$ cat config.mk
export PLATFORM = sky130hd
export DESIGN_NAME = ahb_wide_slv_bridge
export DESIGN_NICKNAME = d
export VERILOG_FILES = /design/src/rtl/ahb_bridge_pkg.sv /design/src/rtl/ahb_xfer_check.sv /design/src/rtl/ahb_wide_slv_bridge.sv
export SDC_FILE = /design/constraint.sdc
export NUM_CORES = 1
export LEC_CHECK = 0
export ABC_AREA = 0
export CAP_MARGIN = 15
export CORE_UTILIZATION = 24
export DETAILED_ROUTE_END_ITERATION = 16
export GPL_ROUTABILITY_DRIVEN = 0
export PLACE_DENSITY = 0.46
export SYNTH_ARGS = -nofsm -noshare
export SYNTH_HDL_FRONTEND = slang
export SYNTH_SLANG_ARGS = --single-unit
$ cat constraint.sdc
create_clock -name clk -period 7.2 [get_ports clk]
set_clock_uncertainty 0.1 [all_clocks]
set_input_delay 1.08 -clock clk [delete_from_list [all_inputs] [get_ports clk]]
set_output_delay 1.08 -clock clk [all_outputs]
set_load 0.005 [all_outputs]
$ cat src/rtl/ahb_bridge_pkg.sv
// ---------------------------------------------------------------------------
// ahb_bridge_pkg
// Shared types and constants for the wide AHB-lite to narrow core bridge.
//   state_t      : bridge FSM states (IDLE, BEAT, ERR1, ERR2)
//   HTRANS_*     : AHB transfer type encodings
//   HSIZE_*      : AHB transfer size encodings up to 128 bits
// ---------------------------------------------------------------------------
package ahb_bridge_pkg;

  typedef enum logic [1:0] {
    IDLE = 2'b00,
    BEAT = 2'b01,
    ERR1 = 2'b10,
    ERR2 = 2'b11
  } state_t;

  localparam logic [1:0] HTRANS_IDLE   = 2'b00;
  localparam logic [1:0] HTRANS_BUSY   = 2'b01;
  localparam logic [1:0] HTRANS_NONSEQ = 2'b10;
  localparam logic [1:0] HTRANS_SEQ    = 2'b11;

  localparam logic [2:0] HSIZE_BYTE  = 3'b000;
  localparam logic [2:0] HSIZE_HALF  = 3'b001;
  localparam logic [2:0] HSIZE_WORD  = 3'b010;
  localparam logic [2:0] HSIZE_DWORD = 3'b011;
  localparam logic [2:0] HSIZE_QWORD = 3'b100;

endpackage

$ cat src/rtl/ahb_xfer_check.sv
// ---------------------------------------------------------------------------
// ahb_xfer_check
// Combinational legality check of an AHB address phase and beat count.
//   addr   in  AHB_ADDR_WIDTH  byte address from the address phase
//   size   in  3               hsize of the address phase
//   nbeats out                 number of core beats the transfer needs
//   err    out 1               size too large, misaligned or outside window
// ---------------------------------------------------------------------------
module ahb_xfer_check
  import ahb_bridge_pkg::*;
#(
  parameter int AHB_ADDR_WIDTH    = 32,
  parameter int AHB_DATA_WIDTH    = 64,
  parameter int CLIENT_DATA_WIDTH = 32,
  parameter int WIN_BASE          = 0,
  parameter int WIN_SIZE          = 4096,
  localparam int NBW = $clog2(AHB_DATA_WIDTH / CLIENT_DATA_WIDTH) + 1
) (
  input  logic [AHB_ADDR_WIDTH-1:0] addr,
  input  logic [2:0]                size,
  output logic [NBW-1:0]            nbeats,
  output logic                      err
);

  localparam int MAX_SIZE    = $clog2(AHB_DATA_WIDTH / 8);
  localparam int CLIENT_SIZE = $clog2(CLIENT_DATA_WIDTH / 8);
  localparam logic [AHB_ADDR_WIDTH:0] LO  = (AHB_ADDR_WIDTH + 1)'(WIN_BASE);
  localparam logic [AHB_ADDR_WIDTH:0] LEN = (AHB_ADDR_WIDTH + 1)'(WIN_SIZE);

  logic [7:0]              mask;
  logic [AHB_ADDR_WIDTH:0] offset;
  logic                    bad_size;
  logic                    bad_align;
  logic                    bad_win;

  // An address below the window base wraps the offset into the extra top
  // bit, so a single unsigned compare covers both window edges.
  always_comb begin
    mask      = (8'd1 << size) - 8'd1;
    offset    = {1'b0, addr} - LO;
    bad_size  = size > 3'(MAX_SIZE);
    bad_align = |(addr[7:0] & mask);
    bad_win   = offset >= LEN;
    err       = bad_size | bad_align | bad_win;
    if (size <= 3'(CLIENT_SIZE)) begin
      nbeats = NBW'(1);
    end else begin
      nbeats = NBW'(8'd1 << (size - 3'(CLIENT_SIZE)));
    end
  end

endmodule

$ cat src/rtl/ahb_wide_slv_bridge.sv
// ---------------------------------------------------------------------------
// ahb_wide_slv_bridge
// AHB-lite slave that splits wide transfers into core-width beats, honours
// core hold as wait states and returns two-cycle ERROR responses.
//   clk, reset_n        clock, synchronous active-low reset
//   haddr_i..hsize_i    AHB address/data phase inputs
//   hresp_o, hreadyout_o, hrdata_o   AHB response
//   cs_o, we_o, addr_o, wdata_o      core register port request
//   rdata_i, hld_i, err_i            core register port response
// ---------------------------------------------------------------------------
module ahb_wide_slv_bridge
  import ahb_bridge_pkg::*;
#(
  parameter int AHB_ADDR_WIDTH    = 32,
  parameter int AHB_DATA_WIDTH    = 64,
  parameter int CLIENT_DATA_WIDTH = 32,
  parameter int WIN_BASE          = 0,
  parameter int WIN_SIZE          = 4096,
  parameter int MAX_HOLD          = 255
) (
  input  logic                         clk,
  input  logic                         reset_n,
  input  logic [AHB_ADDR_WIDTH-1:0]    haddr_i,
  input  logic [AHB_DATA_WIDTH-1:0]    hwdata_i,
  input  logic                         hsel_i,
  input  logic                         hwrite_i,
  input  logic                         hready_i,
  input  logic [1:0]                   htrans_i,
  input  logic [2:0]                   hsize_i,
  output logic                         hresp_o,
  output logic                         hreadyout_o,
  output logic [AHB_DATA_WIDTH-1:0]    hrdata_o,
  output logic                         cs_o,
  output logic                         we_o,
  output logic [AHB_ADDR_WIDTH-1:0]    addr_o,
  output logic [CLIENT_DATA_WIDTH-1:0] wdata_o,
  input  logic [CLIENT_DATA_WIDTH-1:0] rdata_i,
  input  logic                         hld_i,
  input  logic                         err_i
);

  localparam int R   = AHB_DATA_WIDTH / CLIENT_DATA_WIDTH;
  localparam int CW  = CLIENT_DATA_WIDTH;
  localparam int BW  = (R > 1) ? $clog2(R) : 1;
  localparam int NBW = $clog2(R) + 1;
  localparam int HCW = (MAX_HOLD > 0) ? $clog2(MAX_HOLD + 1) : 1;

  state_t                    state;
  logic [BW-1:0]             idx;
  logic [BW-1:0]             last_idx;
  logic [HCW-1:0]            hold_cnt;
  logic                      first;
  logic [AHB_DATA_WIDTH-1:0] wbuf;
  logic [AHB_DATA_WIDTH-1:0] rbuf;
  logic [NBW-1:0]            nbeats;
  logic                      chk_err;
  logic                      accept;
  logic                      beat_done;
  logic                      last_done;
  logic                      timeout;

  ahb_xfer_check #(
    .AHB_ADDR_WIDTH    (AHB_ADDR_WIDTH),
    .AHB_DATA_WIDTH    (AHB_DATA_WIDTH),
    .CLIENT_DATA_WIDTH (CLIENT_DATA_WIDTH),
    .WIN_BASE          (WIN_BASE),
    .WIN_SIZE          (WIN_SIZE)
  ) u_check (
    .addr   (haddr_i),
    .size   (hsize_i),
    .nbeats (nbeats),
    .err    (chk_err)
  );

  assign beat_done = (state == BEAT) & ~hld_i & ~err_i;
  assign last_done = beat_done & (idx == last_idx);
  assign timeout   = (MAX_HOLD != 0) && (state == BEAT) && hld_i &&
                     (hold_cnt == HCW'(MAX_HOLD - 1));

  // Only an address phase seen while our own data phase completes is taken,
  // which rules out ERR1 and gives back-to-back transfers with no gap.
  assign accept = hsel_i & hready_i & hreadyout_o &
                  ((htrans_i == HTRANS_NONSEQ) | (htrans_i == HTRANS_SEQ));

  assign cs_o    = (state == BEAT);
  assign hresp_o = (state == ERR1) | (state == ERR2);

  // hreadyout depends on the live hold/error so that an unheld last beat
  // completes in the same cycle the core answers.
  always_comb begin
    hreadyout_o = 1'b1;
    case (state)
      BEAT:    hreadyout_o = last_done;
      ERR1:    hreadyout_o = 1'b0;
      default: hreadyout_o = 1'b1;
    endcase
  end

  // Beat 0 takes its write lane straight from the bus in the first data
  // cycle; later beats and any held beat 0 use the captured copy.
  always_comb begin
    wdata_o = '0;
    if (cs_o && we_o) begin
      wdata_o = first ? hwdata_i[idx*CW +: CW] : wbuf[idx*CW +: CW];
    end
  end

  // Earlier read lanes come from the buffer; the final lane is forwarded
  // from the core so the read completes without an extra cycle.
  always_comb begin
    hrdata_o = rbuf;
    if (cs_o && !we_o && (idx == last_idx)) begin
      hrdata_o[idx*CW +: CW] = rdata_i;
    end
  end

  // Bridge FSM: beat sequencing, hold timeout, error response and the
  // pipelined launch of the next transfer.
  always_ff @(posedge clk) begin
    if (!reset_n) begin
      state    <= IDLE;
      idx      <= '0;
      last_idx <= '0;
      hold_cnt <= '0;
      first    <= 1'b0;
      we_o     <= 1'b0;
      addr_o   <= '0;
      wbuf     <= '0;
      rbuf     <= '0;
    end else begin
      first <= 1'b0;
      if (cs_o && first) begin
        wbuf <= hwdata_i;
      end
      if (beat_done && !we_o) begin
        rbuf[idx*CW +: CW] <= rdata_i;
      end
      case (state)
        BEAT: begin
          if (hld_i) begin
            if (timeout) begin
              state    <= ERR1;
              hold_cnt <= '0;
            end else begin
              hold_cnt <= hold_cnt + HCW'(1);
            end
          end else if (err_i) begin
            state    <= ERR1;
            hold_cnt <= '0;
          end else begin
            hold_cnt <= '0;
            if (idx != last_idx) begin
              idx    <= idx + BW'(1);
              addr_o <= addr_o + AHB_ADDR_WIDTH'(CW / 8);
            end else begin
              state <= IDLE;
            end
          end
        end
        ERR1:    state <= ERR2;
        default: state <= IDLE;
      endcase
      if (accept) begin
        addr_o   <= haddr_i;
        we_o     <= hwrite_i;
        idx      <= '0;
        hold_cnt <= '0;
        if (chk_err) begin
          state <= ERR1;
        end else begin
          state    <= BEAT;
          last_idx <= BW'(nbeats - NBW'(1));
          first    <= 1'b1;
        end
      end
    end
  end

endmodule

### Yosys cells after proc, flatten, opt, wreduce, memory -nomap -nowiden

Index checks and enable logic that the tools add are counted.

* register bits after elaboration: 174
* input bits: 140
* word-level logic and storage cells: 90

* $add $sub $neg: 7
* $lt $le $gt $ge: 3
* equal/unequal tests: 12
* shift operators: 6
* muxes and demuxes: 21
* bitwise operators: 15
* reductions and logical operators: 17

Operator list (number)
* 2-to-1 mux 32 bit: 7
* variable part select 64 x 7 -> 32 bit: 2
* bitwise mux 64 bit: 1
* 2-to-1 mux 64 bit: 1
* variable shift 32 x 34 -> 64 bit, first input constant: 1
* variable part select 32 x 34 -> 64 bit: 1
* negator 6 -> 34 bit: 1
* adder 32 x 3 -> 32 bit, second input constant: 1
* >= comparator 32 x 13 -> 1 bit, second input constant: 1
* 2-to-1 mux 8 bit: 2
* 2-to-1 mux 2 bit: 6
* adder 8 x 1 -> 8 bit, second input constant: 1
* AND 8 bit: 1
* equality test 2 bit, second input constant: 4
* equality test 8 bit, second input constant: 1
* AND reduction 4 bit: 2
* OR reduction 8 bit: 1
* left shift 1 x 3 -> 8 bit, first input constant: 1
* subtractor 8 x 1 -> 8 bit, second input constant: 1
* logical AND 1 bit: 7
* AND 1 bit: 6
* AND reduction 2 bit: 3
* inequality test 5 bit, second input constant: 1
* inequality test 2 x 1 -> 1 bit, second input constant: 2
* 18 further kinds: 26

### Logic depth before layout (Yosys ltp)

Gate-level depths: netlist of run 1.

* word-level depth: 9
* gate-level depth with buffers: 11
* depth with buffers taken out: 8

### Hierarchy

A second synthesis of run 1 with hierarchy kept.

* cell total of the unflattened synthesis: 1059
* area, all modules: 8854.7 µm²

Modules (own cells, without submodules)
* ahb_wide_slv_bridge: times used 1, cells an instance 1027, area an instance 8625.8 µm²
* ahb_xfer_check: times used 1, cells an instance 32, area an instance 229.0 µm²

### Least setup slack after synthesis of run 1

Ideal clock, no wire load.

* kind: register to output
* start point: register state[1]
* end point: output port hrdata_o[10]
* arrival: 2.001 ns
* data required time: 6.020 ns
* path slack: 4.019 ns
* stages on the path, launching flop included: 8
* cell sequence: dfxtp_1 inv_1 ha_1 clkbuf_1 nand2b_1 nor3_1 clkbuf_1 mux2_2

* word-level cells in the longest chain between the ends: 4

Ends and longest elaborated chain
* from (decl): line ahb_wide_slv_bridge.sv:48 `state_t state;`
* from (signal assigned): line ahb_wide_slv_bridge.sv:121 `state <= IDLE;`
* from (signal assigned): line ahb_wide_slv_bridge.sv:142 `state <= ERR1;`
* from (signal assigned): line ahb_wide_slv_bridge.sv:148 `state <= ERR1;`
* equality test 2 x 1 -> 1 bit: line ahb_wide_slv_bridge.sv:85 `assign cs_o = (state == BEAT);`
* named net cs_o: line ahb_wide_slv_bridge.sv:33 `output logic cs_o,`
* logical AND 1 bit (2 in series): line ahb_wide_slv_bridge.sv:112 `if (cs_o && !we_o && (idx == last_idx)) begin`
* 2-to-1 mux 64 bit: line ahb_wide_slv_bridge.sv:112
* to (decl): line ahb_wide_slv_bridge.sv:32 `output logic [AHB_DATA_WIDTH-1:0] hrdata_o,`

The timed path passes the listed nets, and every way through them passes these cells.

### Worst setup path after layout of run 1

* start point: register state[1]
* end point: output port hrdata_o[38]

* word-level cells in the longest chain between the ends: 4

Ends and longest elaborated chain (line)
* equality test 2 x 1 -> 1 bit: ahb_wide_slv_bridge.sv:85
* logical AND 1 bit (2 in series): ahb_wide_slv_bridge.sv:112
* 2-to-1 mux 64 bit: ahb_wide_slv_bridge.sv:112

No other way between the ends.

==> impl_results.md, run 1 <==
* Flop2flop setup slack at 3790 ps
* Max cap viols at 0
* Initial DRC Count at 373
* 1st-pass router iterations at 4
* Worst vdd ir at 0.160 mV
* Critical path class: flip-flop to output port
* Post-CTS setup repair buffer count at 0
* Num CTS Buffers at 17
* Total power density per cell area at 170 nW/um^2
* Crit. End Element: output port
* Number of synthesized flops with an enable pin at 0
* Distinct cell type count of the synthesized netlist at 57
* Vias in the first global route at 8476
* Final Hold Viols at 0
* Static leakage at 4.28 nW
* Fin Setup TNS at 0 ps
* Outcome: complete, no violations
* Most used cell, CP: inv_1
* Buf+Inv Stages, Crit Path at 4
* Post-Syn Area at 8860 sq um
* Global-route wire length before repair at 49300 um
* CP Cell Sequence: inv_1 -> ha_1 -> buf_4 -> inv_1 -> nor2_1 -> nand3_2 -> mux2_2 -> clkdlybuf4s50_1
* Hold path cells at 2
* Vias/cell at 4.85
* Num rows at 70
* Startpoint Class: flip-flop
* Input/output buffers at 270
* Routed Antenna Nets at 0
* CTS Hold Bufs at 0
* Reg-to-Reg Start: state[1]$_SDFFE_PN0P_
* R2R depth at 8
* Slew headroom at 33.7%
* Boundary Pins at 272
* Maximum clock rate at 0.206 GHz
* Worst-margin pin slew at 993 ps
* DP HPWL at 20600 um
* Cell count after synthesis at 1069
* Yosys reg bits at 174
* Total GRT Usage at 16.7%
* R2R Path End: state[1]$_SDFFE_PN0P_
* Routed WL at 31500 um
* Ys Warns at 0
* Final Cycle Share at 67.4%
* Multi-input logic area at 5040 sq um
* Core ar. at 36400 sq um
* CTS tree: done
* Hold/Removal Path Class: flip-flop to flip-flop
* Syn_nets at 1216
* Async SR Flop Fraction at 0%
* Crit Path Max Fanout at 48
* Hold_sp: rbuf[16]$_SDFFE_PN0P_
* Die Footprint at 37700 sq um
* Slowest CP cell: nand3_2
* Final nets at 1443
* Worst-Skew Late Latency at 440 ps
* Total clock sinks at 174
* Drt drc at 0
* CP Data Required Time at 6020 ps
* Drt wl/cell at 17.7 um
* Die H at 194 um
* Minimum clock period at 4850 ps
* Post-CTS sizing at 0
* Max clock buf depth at 2
* H-tree depth at 4
* Largest delay share family, worst path: buffers and inverters
* P&R area growth vs syn at 42.3%
* Max stage delay on crit path at 780 ps
* WHS Endpoint: rbuf[16]$_SDFFE_PN0P_
* Min Hold Slack at 352 ps
* Initial Util at 24.3%
* Routed via count at 8623
* Final Max Slew Viols at 0
* Fill count at 3809
* Sequential area share after synthesis at 39.3%
* Register clock-pin slew on the reported worst setup and hold paths at 70 ps
* Arrival time at the worst endpoint at 3670 ps
* Initial antenna violation count at 3
* Die X-Extent at 194 um
* Avg Cell Area, Syn at 8.29 sq um
* Largest net degree at the start of global routing at 99
* Reg area at 3490 sq um
* Post-layout util at 34.6%
* Clock Tree Root: clkbuf_16
* Top FF cell, synth: dfxtp_1
* Global route overflow at 0
* Final Setup Violations at 0
* Layout cell share with drive strength beyond 1 at 12.2%
* RSZ-0062 raised after global routing: no
[how the worst max path moves through the flow]
stage | startpoint | to | slack [ps] | depth (start not counted)
2_1_floorplan | state[1]$_SDFFE_PN0P_ | hrdata_o[10] | 4020 | 7
3_3_place_gp | state[1]$_SDFFE_PN0P_ | hrdata_o[38] | 2700 | 8
3_5_place_dp | state[1]$_SDFFE_PN0P_ | hrdata_o[33] | 2720 | 8
4_1_cts | state[1]$_SDFFE_PN0P_ | hrdata_o[38] | 2210 | 8
5_1_grt | state[1]$_SDFFE_PN0P_ | hrdata_o[35] | 1990 | 8
6_report | state[1]$_SDFFE_PN0P_ | hrdata_o[38] | 2350 | 8
[sequential cells by signal, indices dropped and copies added (netlist names)]
name and count:
wbuf 64, idx 1, rbuf 64, hold_cnt 8
last_idx 1, addr_o 32, first 1, state 2
we_o 1
[per-stage QoR]
step	std cells	setup slack (ps)	total power [mW]	instance area, sq um
6_report	1779	2350	2.15	12600
5_1_grt	1779	1990	2.24	12600
4_1_cts	1776	2210	2.18	12600
3_5_place_dp	1744	2720	1.20	12000
3_3_place_gp	1744	2700	1.20	12000
2_1_floorplan	1069	4020	1.06	8860
[layout make-up]
type,instances,area share (%)
Inverter,13,0.407
Sequential cell,174,27.6
Multi-Input combinational cell,805,40.0
Tap cell,468,4.64
Clock inverter,12,1.06
Clock buffer,20,3.70
Antenna cell,2,0.0397
Timing Repair Buffer,285,22.5
[tightest hold or removal path: cells and delay by family, from the launching register on]
| kind | cells | cell delay (ps) |
|---|---|---|
| AOI/OAI and AO/OA | 1 | 50 |
| DFF | 1 | 310 |
| and+or+nand+nor | 1 | 50 |
[placed cells by master, fill, tap and decap left out, types with 6 or more instances in the layout]
cell | synthesis | routed
and3_1 | 40 | 40
clkdlybuf4s50_1 | 0 | 270
nand2_1 | 292 | 291
xor2_1 | 8 | 8
nor2_1 | 32 | 32
nor4_1 | 16 | 15
a22oi_1 | 6 | 6
a31oi_1 | 13 | 13
buf_4 | 0 | 14
ha_1 | 7 | 7
o21ai_0 | 27 | 27
nor3_1 | 8 | 7
nand3_1 | 18 | 17
mux2_2 | 65 | 65
dfxtp_1 | 174 | 172
nand4_1 | 15 | 15
xnor2_1 | 9 | 9
mux4_2 | 32 | 32
clkbuf_16 | 0 | 17
inv_1 | 12 | 12
a21oi_1 | 155 | 155
[Yosys cell counts (all sizes together) (2+ instances only)]
cell type    n  area (sq um)
a211oi       5          37.5
a21o         2          15.0
a21oi      155           776
a221oi       3          26.3
a22oi        6          45.0
a2bb2oi      2          17.5
a311oi       4          35.0
a31oi       13          81.3
a41oi        2          17.5
and2         2          12.5
and3        40           250
and4         3          26.3
buf         13          63.8
clkbuf      64           240
dfxtp      174          3480
ha           7          87.6
inv         13          48.8
mux2        65           732
mux2i        3          30.0
mux4        32           721
nand2      292          1100
nand2b       4          25.0
nand3       19           100
nand3b       2          15.0
nand4       15          93.8
nor2        33           126
nor3         8          40.0
nor3b        2          15.0
nor4        18           134
o21ai       27           135
o31a         2          17.5
or2          2          12.5
or3          5          31.3
xnor2        9          78.8
xor2         8          70.1
[cells by family after synthesis]
group	synth area share, %
buf+inv	3.98
xor+xnor	1.68
flops	39.3
compound gates	14.6
mux	16.7
simple gates	22.7
fa+ha+maj	0.988
[power by group]
group	switching, mW	internal (mW)
combinational	0.0863	0.110
clock	0.426	0.542
sequential	0.0114	0.971
total	0.524	1.62
[per-layer routing]
layer	vias to the layer above	wire length [um]	GRT usage (%)
li1	4239	-	-
met1	4163	14100	21.2
met2	203	15400	28.1
met3	18	1580	3.62
met4	0	411	5.00
met5	-	0	0
Note: power is estimated with default switching activity, not from simulation.
==> run 2: changes to the inputs <==
--- a/config.mk
+++ b/config.mk
@@ -10,7 +10,7 @@
 export CORE_UTILIZATION = 24
 export DETAILED_ROUTE_END_ITERATION = 16
 export GPL_ROUTABILITY_DRIVEN = 0
-export PLACE_DENSITY = 0.46
+export PLACE_DENSITY = 0.47
 export SYNTH_ARGS = -nofsm -noshare
 export SYNTH_HDL_FRONTEND = slang
 export SYNTH_SLANG_ARGS = --single-unit
==> constraint.sdc (replaced) <==
create_clock -name clk -period 3.9 [get_ports clk]
set_clock_uncertainty 0.1 [all_clocks]
set_input_delay 0.585 -clock clk [delete_from_list [all_inputs] [get_ports clk]]
set_output_delay 0.585 -clock clk [all_outputs]
set_load 0.005 [all_outputs]
==> impl_results.md, run 2 (same netlist as run 1, synthesis figures left out) <==
* Minimum clock period at 3700 ps
* Met3 Use GR at 4.23% (+0.61 points)
* DP Area at 12100 sq um (+0.65%)
* Met2 GRT Util at 28.0% (-0.12 points)
* Outcome: complete, no violations
* Max cap viols at 0 (unchanged)
* Input/output buffers at 270 (unchanged)
* Min Hold Slack at 354 ps (+1.59 ps)
* Slew headroom at 38.1% (+4.3 points)
* Pre-CTS WS at 581 ps (-2140 ps)
* Flop2flop setup slack at 1000 ps (-2790 ps)
* Global route overflow at 0 (unchanged)
* RSZ-0062 raised after global routing: no
* Placed cell count at 1751 (+0.40%)
* Vias in the first global route at 8456 (-0.24%)
* Commonest cells after routing, fill and taps aside: nand2_1 (291), clkdlybuf4s50_1 (270), dfxtp_1 (172), a21oi_1 (155), mux2_2 (65)
* Worst vdd ir at 0.302 mV (+89%)
* Clock Tree Root: clkbuf_16
* Worst-Skew Late Latency at 450 ps (about the same)
* Initial antenna violation count at 2 (-1)
* Final Hold Viols at 0 (unchanged)
* Layout Cells excl Fill at 1784 (+0.28%)
* Num rows at 70 (unchanged)
* Post-CTS setup repair buffer count at 0 (unchanged)
* Total Power at 3.85 mW (+79%)
* Hold/Removal Path Class: flip-flop to flip-flop
* CTS Hold Bufs at 0 (unchanged)
* Final Cycle Share at 94.8%
* Total power density per cell area at 305 nW/um^2 (+79%)
* Largest net degree at the start of global routing at 79 (-20%)
* Setup ws final at 203 ps (-2150 ps)
* Final Setup Violations at 0 (unchanged)
* Largest registers: rbuf (64), wbuf (64), addr_o (32)
* Fin Setup TNS at 0 ps (unchanged)
* Total GRT Usage at 16.6% (-0.043 points)
* Die X-Extent at 194 um (unchanged)
* Boundary Pins at 272 (unchanged)
* Routed via count at 8611 (-0.14%)
* Most common cell after layout, fill and taps aside: nand2_1
* Arrival time at the worst endpoint at 3010 ps (-660 ps)
* Startpoint Class: flip-flop
* Initial DRC Count at 424 (+14%)
* Fill count at 3829 (+0.53%)
* Global-route wire length before repair at 48900 um (-0.78%)
* GRT busiest layer: met2
* Max clock buf depth at 2 (unchanged)
* Final instance area at 12600 sq um (about the same)
* Core ar. at 36400 sq um (unchanged)
* Crit Path Max Fanout at 32 (-33%)
* Final nets at 1449 (+0.42%)
* Layout cell share with drive strength beyond 1 at 12.6% (+0.40 points)
* Critical path class: flip-flop to output port
* Static leakage at 4.28 nW (about the same)
* Initial Util at 24.3% (unchanged)
* Total clock sinks at 174 (unchanged)
* Final Max Slew Viols at 0 (unchanged)
* Vias/cell at 4.83 (-0.42%)
* Post-layout util at 34.6% (about the same)
* Worst-margin pin slew at 926 ps (-67.0 ps)
* Crit. End Element: output port
* Post-CTS sizing at 0 (unchanged)
* Die Footprint at 37700 sq um (unchanged)
* Die H at 194 um (unchanged)
* H-tree depth at 4 (unchanged)
* CTS tree: done
* CP Data Required Time at 3210 ps (-2810 ps)
* P&R area growth vs syn at 42.3% (about the same)
* Routed WL at 31400 um (-0.35%)
* Maximum clock rate at 0.270 GHz
* Routed Antenna Nets at 0 (unchanged)
* Register clock-pin slew on the reported worst setup and hold paths at 70 ps (about the same)
* Num CTS Buffers at 17 (unchanged)
* Drt drc at 0 (unchanged)
* Drt wl/cell at 17.6 um (-0.63%)
* GR Layer Usage met1 at 20.8% (-0.37 points)
* DP HPWL at 20900 um (+1.7%)
* 1st-pass router iterations at 5 (+1)
==> run 2: cell types whose count changed in the layout (fill, tap and decap cells not counted), moves of 2 or more <==
| cell | previous run | this run |
|---|---|---|
| buf_12 | 0 | 2 |
| buf_4 | 14 | 19 |
| bufinv_16 | 2 | 0 |
| clkbuf_8 | 3 | 0 |
| clkinv_2 | 3 | 0 |
| clkinv_4 | 2 | 5 |
| inv_6 | 3 | 5 |
| inv_8 | 0 | 2 |
==> run 2: final timing paths <==
path / to / from / cells after the start
max: hrdata_o[0] / state[1]$_SDFFE_PN0P_ / 7
min reg2reg: rbuf[18]$_SDFFE_PN0P_ / rbuf[18]$_SDFFE_PN0P_ / 2
max reg2reg: addr_o[21]$_SDFFE_PN0N_ / state[1]$_SDFFE_PN0P_ / 8
min: rbuf[18]$_SDFFE_PN0P_ / rbuf[18]$_SDFFE_PN0P_ / 2
==> run 2: final cells by class <==
type,count,area (sq um),share of cell area [%]
multi-input cells,805,5040,40.0
diodes,1,2.50,0.0198
flip-flops and latches,174,3490,27.6
clock buffers,17,425,3.37
inverters,13,51.3,0.407
clock inverters,15,133,1.05
repair buffers,291,2890,22.9
well taps,468,586,4.64
==> run 2: worst max-delay path, stage by stage (launching register included) <==
cell and delay, ps:
dfxtp_1 350, inv_1 60, ha_1 450, nand2b_1 200
nor3_2 130, buf_4 470, mux2_2 390, clkdlybuf4s50_1 480
==> run 2: power by group <==
group | internal (mW) | switching [mW]
registers | 1.79 | 0.0219
logic | 0.203 | 0.157
clock network | 0.839 | 0.838
total | 2.83 | 1.02
==> run 2: per-layer routing <==
| metal | wire (um) | vias to the layer above |
|---|---|---|
| met4 | 352 | 2 |
| met5 | 13 | - |
| met1 | 13900 | 4117 |
| met2 | 15400 | 215 |
| met3 | 1740 | 22 |
| li1 | - | 4255 |
==> run 3: changes to the inputs <==
--- a/config.mk
+++ b/config.mk
@@ -11,6 +11,7 @@
 export DETAILED_ROUTE_END_ITERATION = 16
 export GPL_ROUTABILITY_DRIVEN = 0
 export PLACE_DENSITY = 0.47
+export REMOVE_ABC_BUFFERS = 1
 export SYNTH_ARGS = -nofsm -noshare
 export SYNTH_HDL_FRONTEND = slang
 export SYNTH_SLANG_ARGS = --single-unit
==> constraint.sdc (replaced) <==
create_clock -name clk -period 3.9 [get_ports clk]
set_clock_uncertainty 0.1 [all_clocks]
set_input_delay 0.975 -clock clk [delete_from_list [all_inputs] [get_ports clk]]
set_output_delay 0.975 -clock clk [all_outputs]
set_load 0.005 [all_outputs]
==> impl_results.md, run 3 (same netlist as run 1, synthesis figures left out) <==
* Max cap viols at 0 (unchanged)
* Num rows at 70 (unchanged)
* Outcome: complete, no violations
* Clock Tree Root: clkbuf_16
* Placed cell count at 1761 (+0.57%)
* Worst-margin pin slew at 995 ps (+69.7 ps)
* Hold path cells at 2 (unchanged)
* Pre-CTS WS at 198 ps (-383 ps)
* Most common cell after layout, fill and taps aside: nand2_1
* Static leakage at 4.37 nW (+2.1%)
* DP HPWL at 20600 um (-1.6%)
* Initial Util at 24.3% (unchanged)
* Min Hold Slack at 351 ps (-2.55 ps)
* Initial DRC Count at 403 (-5.0%)
* Worst-Skew Late Latency at 440 ps (about the same)
* CP Data Required Time at 2820 ps (-390 ps)
* 1st-pass router iterations at 4 (-1)
* Vias/cell at 4.76 (-1.4%)
* Boundary Pins at 272 (unchanged)
* Register clock-pin slew on the reported worst setup and hold paths at 70 ps (about the same)
* Vias in the first global route at 8417 (-0.46%)
* Slew headroom at 33.4% (-4.7 points)
* Routed Antenna Nets at 0 (unchanged)
* P&R area growth vs syn at 44.5%
* Num CTS Buffers at 17 (unchanged)
* H-tree depth at 4 (unchanged)
* Largest net degree at the start of global routing at 48 (-39%)
* Max clock buf depth at 2 (unchanged)
* Routed via count at 8531 (-0.93%)
* Global-route wire length before repair at 48600 um (-0.66%)
* Post-CTS setup repair buffer count at 0 (unchanged)
* Critical path class: flip-flop to output port
* Core ar. at 36400 sq um (unchanged)
* Diode count at 0 (-1)
* Layout Cells excl Fill at 1793 (+0.50%)
* Arrival time at the worst endpoint at 2660 ps (-350 ps)
* Global route overflow at 0 (unchanged)
* Commonest cells after routing, fill and taps aside: nand2_1 (291), clkdlybuf4s50_1 (270), dfxtp_1 (172), a21oi_1 (155), mux2_2 (65)
* Maximum clock rate at 0.267 GHz (-1.1%)
* Layout cell share with drive strength beyond 1 at 13.4% (+0.73 points)
* Largest registers: rbuf (64), wbuf (64), addr_o (32)
* Die X-Extent at 194 um (unchanged)
* Die Footprint at 37700 sq um (unchanged)
* Final Max Slew Viols at 0 (unchanged)
* Drt drc at 0 (unchanged)
* Input/output buffers at 270 (unchanged)
* Fill count at 3768 (-1.6%)
* Startpoint Class: flip-flop
* Total clock sinks at 174 (unchanged)
* Crit. End Element: output port
* Initial antenna violation count at 0 (-2)
* Final Hold Viols at 0 (unchanged)
* CTS tree: done
* Hold/Removal Path Class: flip-flop to flip-flop
* Final Setup Violations at 0 (unchanged)
* Total power density per cell area at 309 nW/um^2 (+1.1%)
* Crit Path Max Fanout at 32 (unchanged)
* Die H at 194 um (unchanged)
* Setup ws final at 161 ps (-41.6 ps)
* Total GRT Usage at 16.4% (-0.21 points)
* Minimum clock period at 3740 ps (+41.6 ps)
* R2R depth at 5 (-3)
* RSZ-0062 raised after global routing: no
* Routed WL at 30800 um (-2.0%)
* Drt wl/cell at 17.2 um (-2.5%)
* Total Power at 3.95 mW (+2.6%)
* Worst vdd ir at 0.298 mV (-1.5%)
* Final nets at 1459 (+0.69%)
* Final Cycle Share at 95.9% (+1.1 points)
-- run 3: cell types whose count changed in the layout (fill, tap and decap cells not counted) --
cell,change
buf_12,+6
buf_4,+4
bufinv_16,+2
clkinv_2,+2
diode_2,-1
ha_1,-1
ha_4,+1
inv_6,-3
inv_8,-1
-- run 3: path summary, 6_finish.rpt --
kind                    startpoint                 endpoint  slack, ps
max reg2reg       idx$_SDFFE_PP0P_  addr_o[10]$_SDFFE_PN0N_       1390
max          state[1]$_SDFFE_PN0P_             hrdata_o[29]        160
min          rbuf[49]$_SDFFE_PN0P_    rbuf[49]$_SDFFE_PN0P_        350
min reg2reg  rbuf[49]$_SDFFE_PN0P_    rbuf[49]$_SDFFE_PN0P_        350
-- run 3: power breakdown --
group	switching, mW	total [mW]	internal, mW	leakage (nW)
logic	0.161	0.375	0.213	2.68
clock network	0.808	1.76	0.954	0.282
registers	0.0228	1.82	1.79	1.41
total	0.992	3.95	2.96	4.37
-- run 3: repair_timing --
action,in CTS,in global routing
hold buffers,0,0
setup endpoints to repair,4,0
gates resized for setup,1,0
-- run 3: through the flow --
stage	TNS, ps	cell area [sq um]	util (%)
final	0	12800	35.1
after global routing	0	12800	35.1
after CTS	0	12800	35.1
after detailed placement	0	12200	33.5
after global placement	0	12200	33.5
after floorplan	-36110	8560	-
-- run 3: layer usage --
metal	global-route usage, %	wire length, um	vias up	part of all wire, %
met4	4.91	424	0	1.4
li1	-	-	4256	-
met5	0	0	-	0
met2	26.6	14300	191	47
met1	21.3	14400	4061	47
met3	4.23	1670	23	5.4
-- run 3: final cells by class --
type | instances | area (sq um) | area share, %
multi-input combinational | 805 | 5060 | 39.5
sequential | 174 | 3490 | 27.2
timing repair buffer | 301 | 3040 | 23.7
tap | 468 | 586 | 4.57
clock buffer | 17 | 425 | 3.32
clock inverter | 15 | 165 | 1.29
inverter | 13 | 51.3 | 0.401
-- run 3: worst max-delay path, stage by stage (launching register included) --
cell and delay, ps:
dfxtp_1 350, inv_1 100, ha_4 250, nand2b_1 150
nor3_2 210, buf_12 270, mux2_2 360, clkdlybuf4s50_1 510
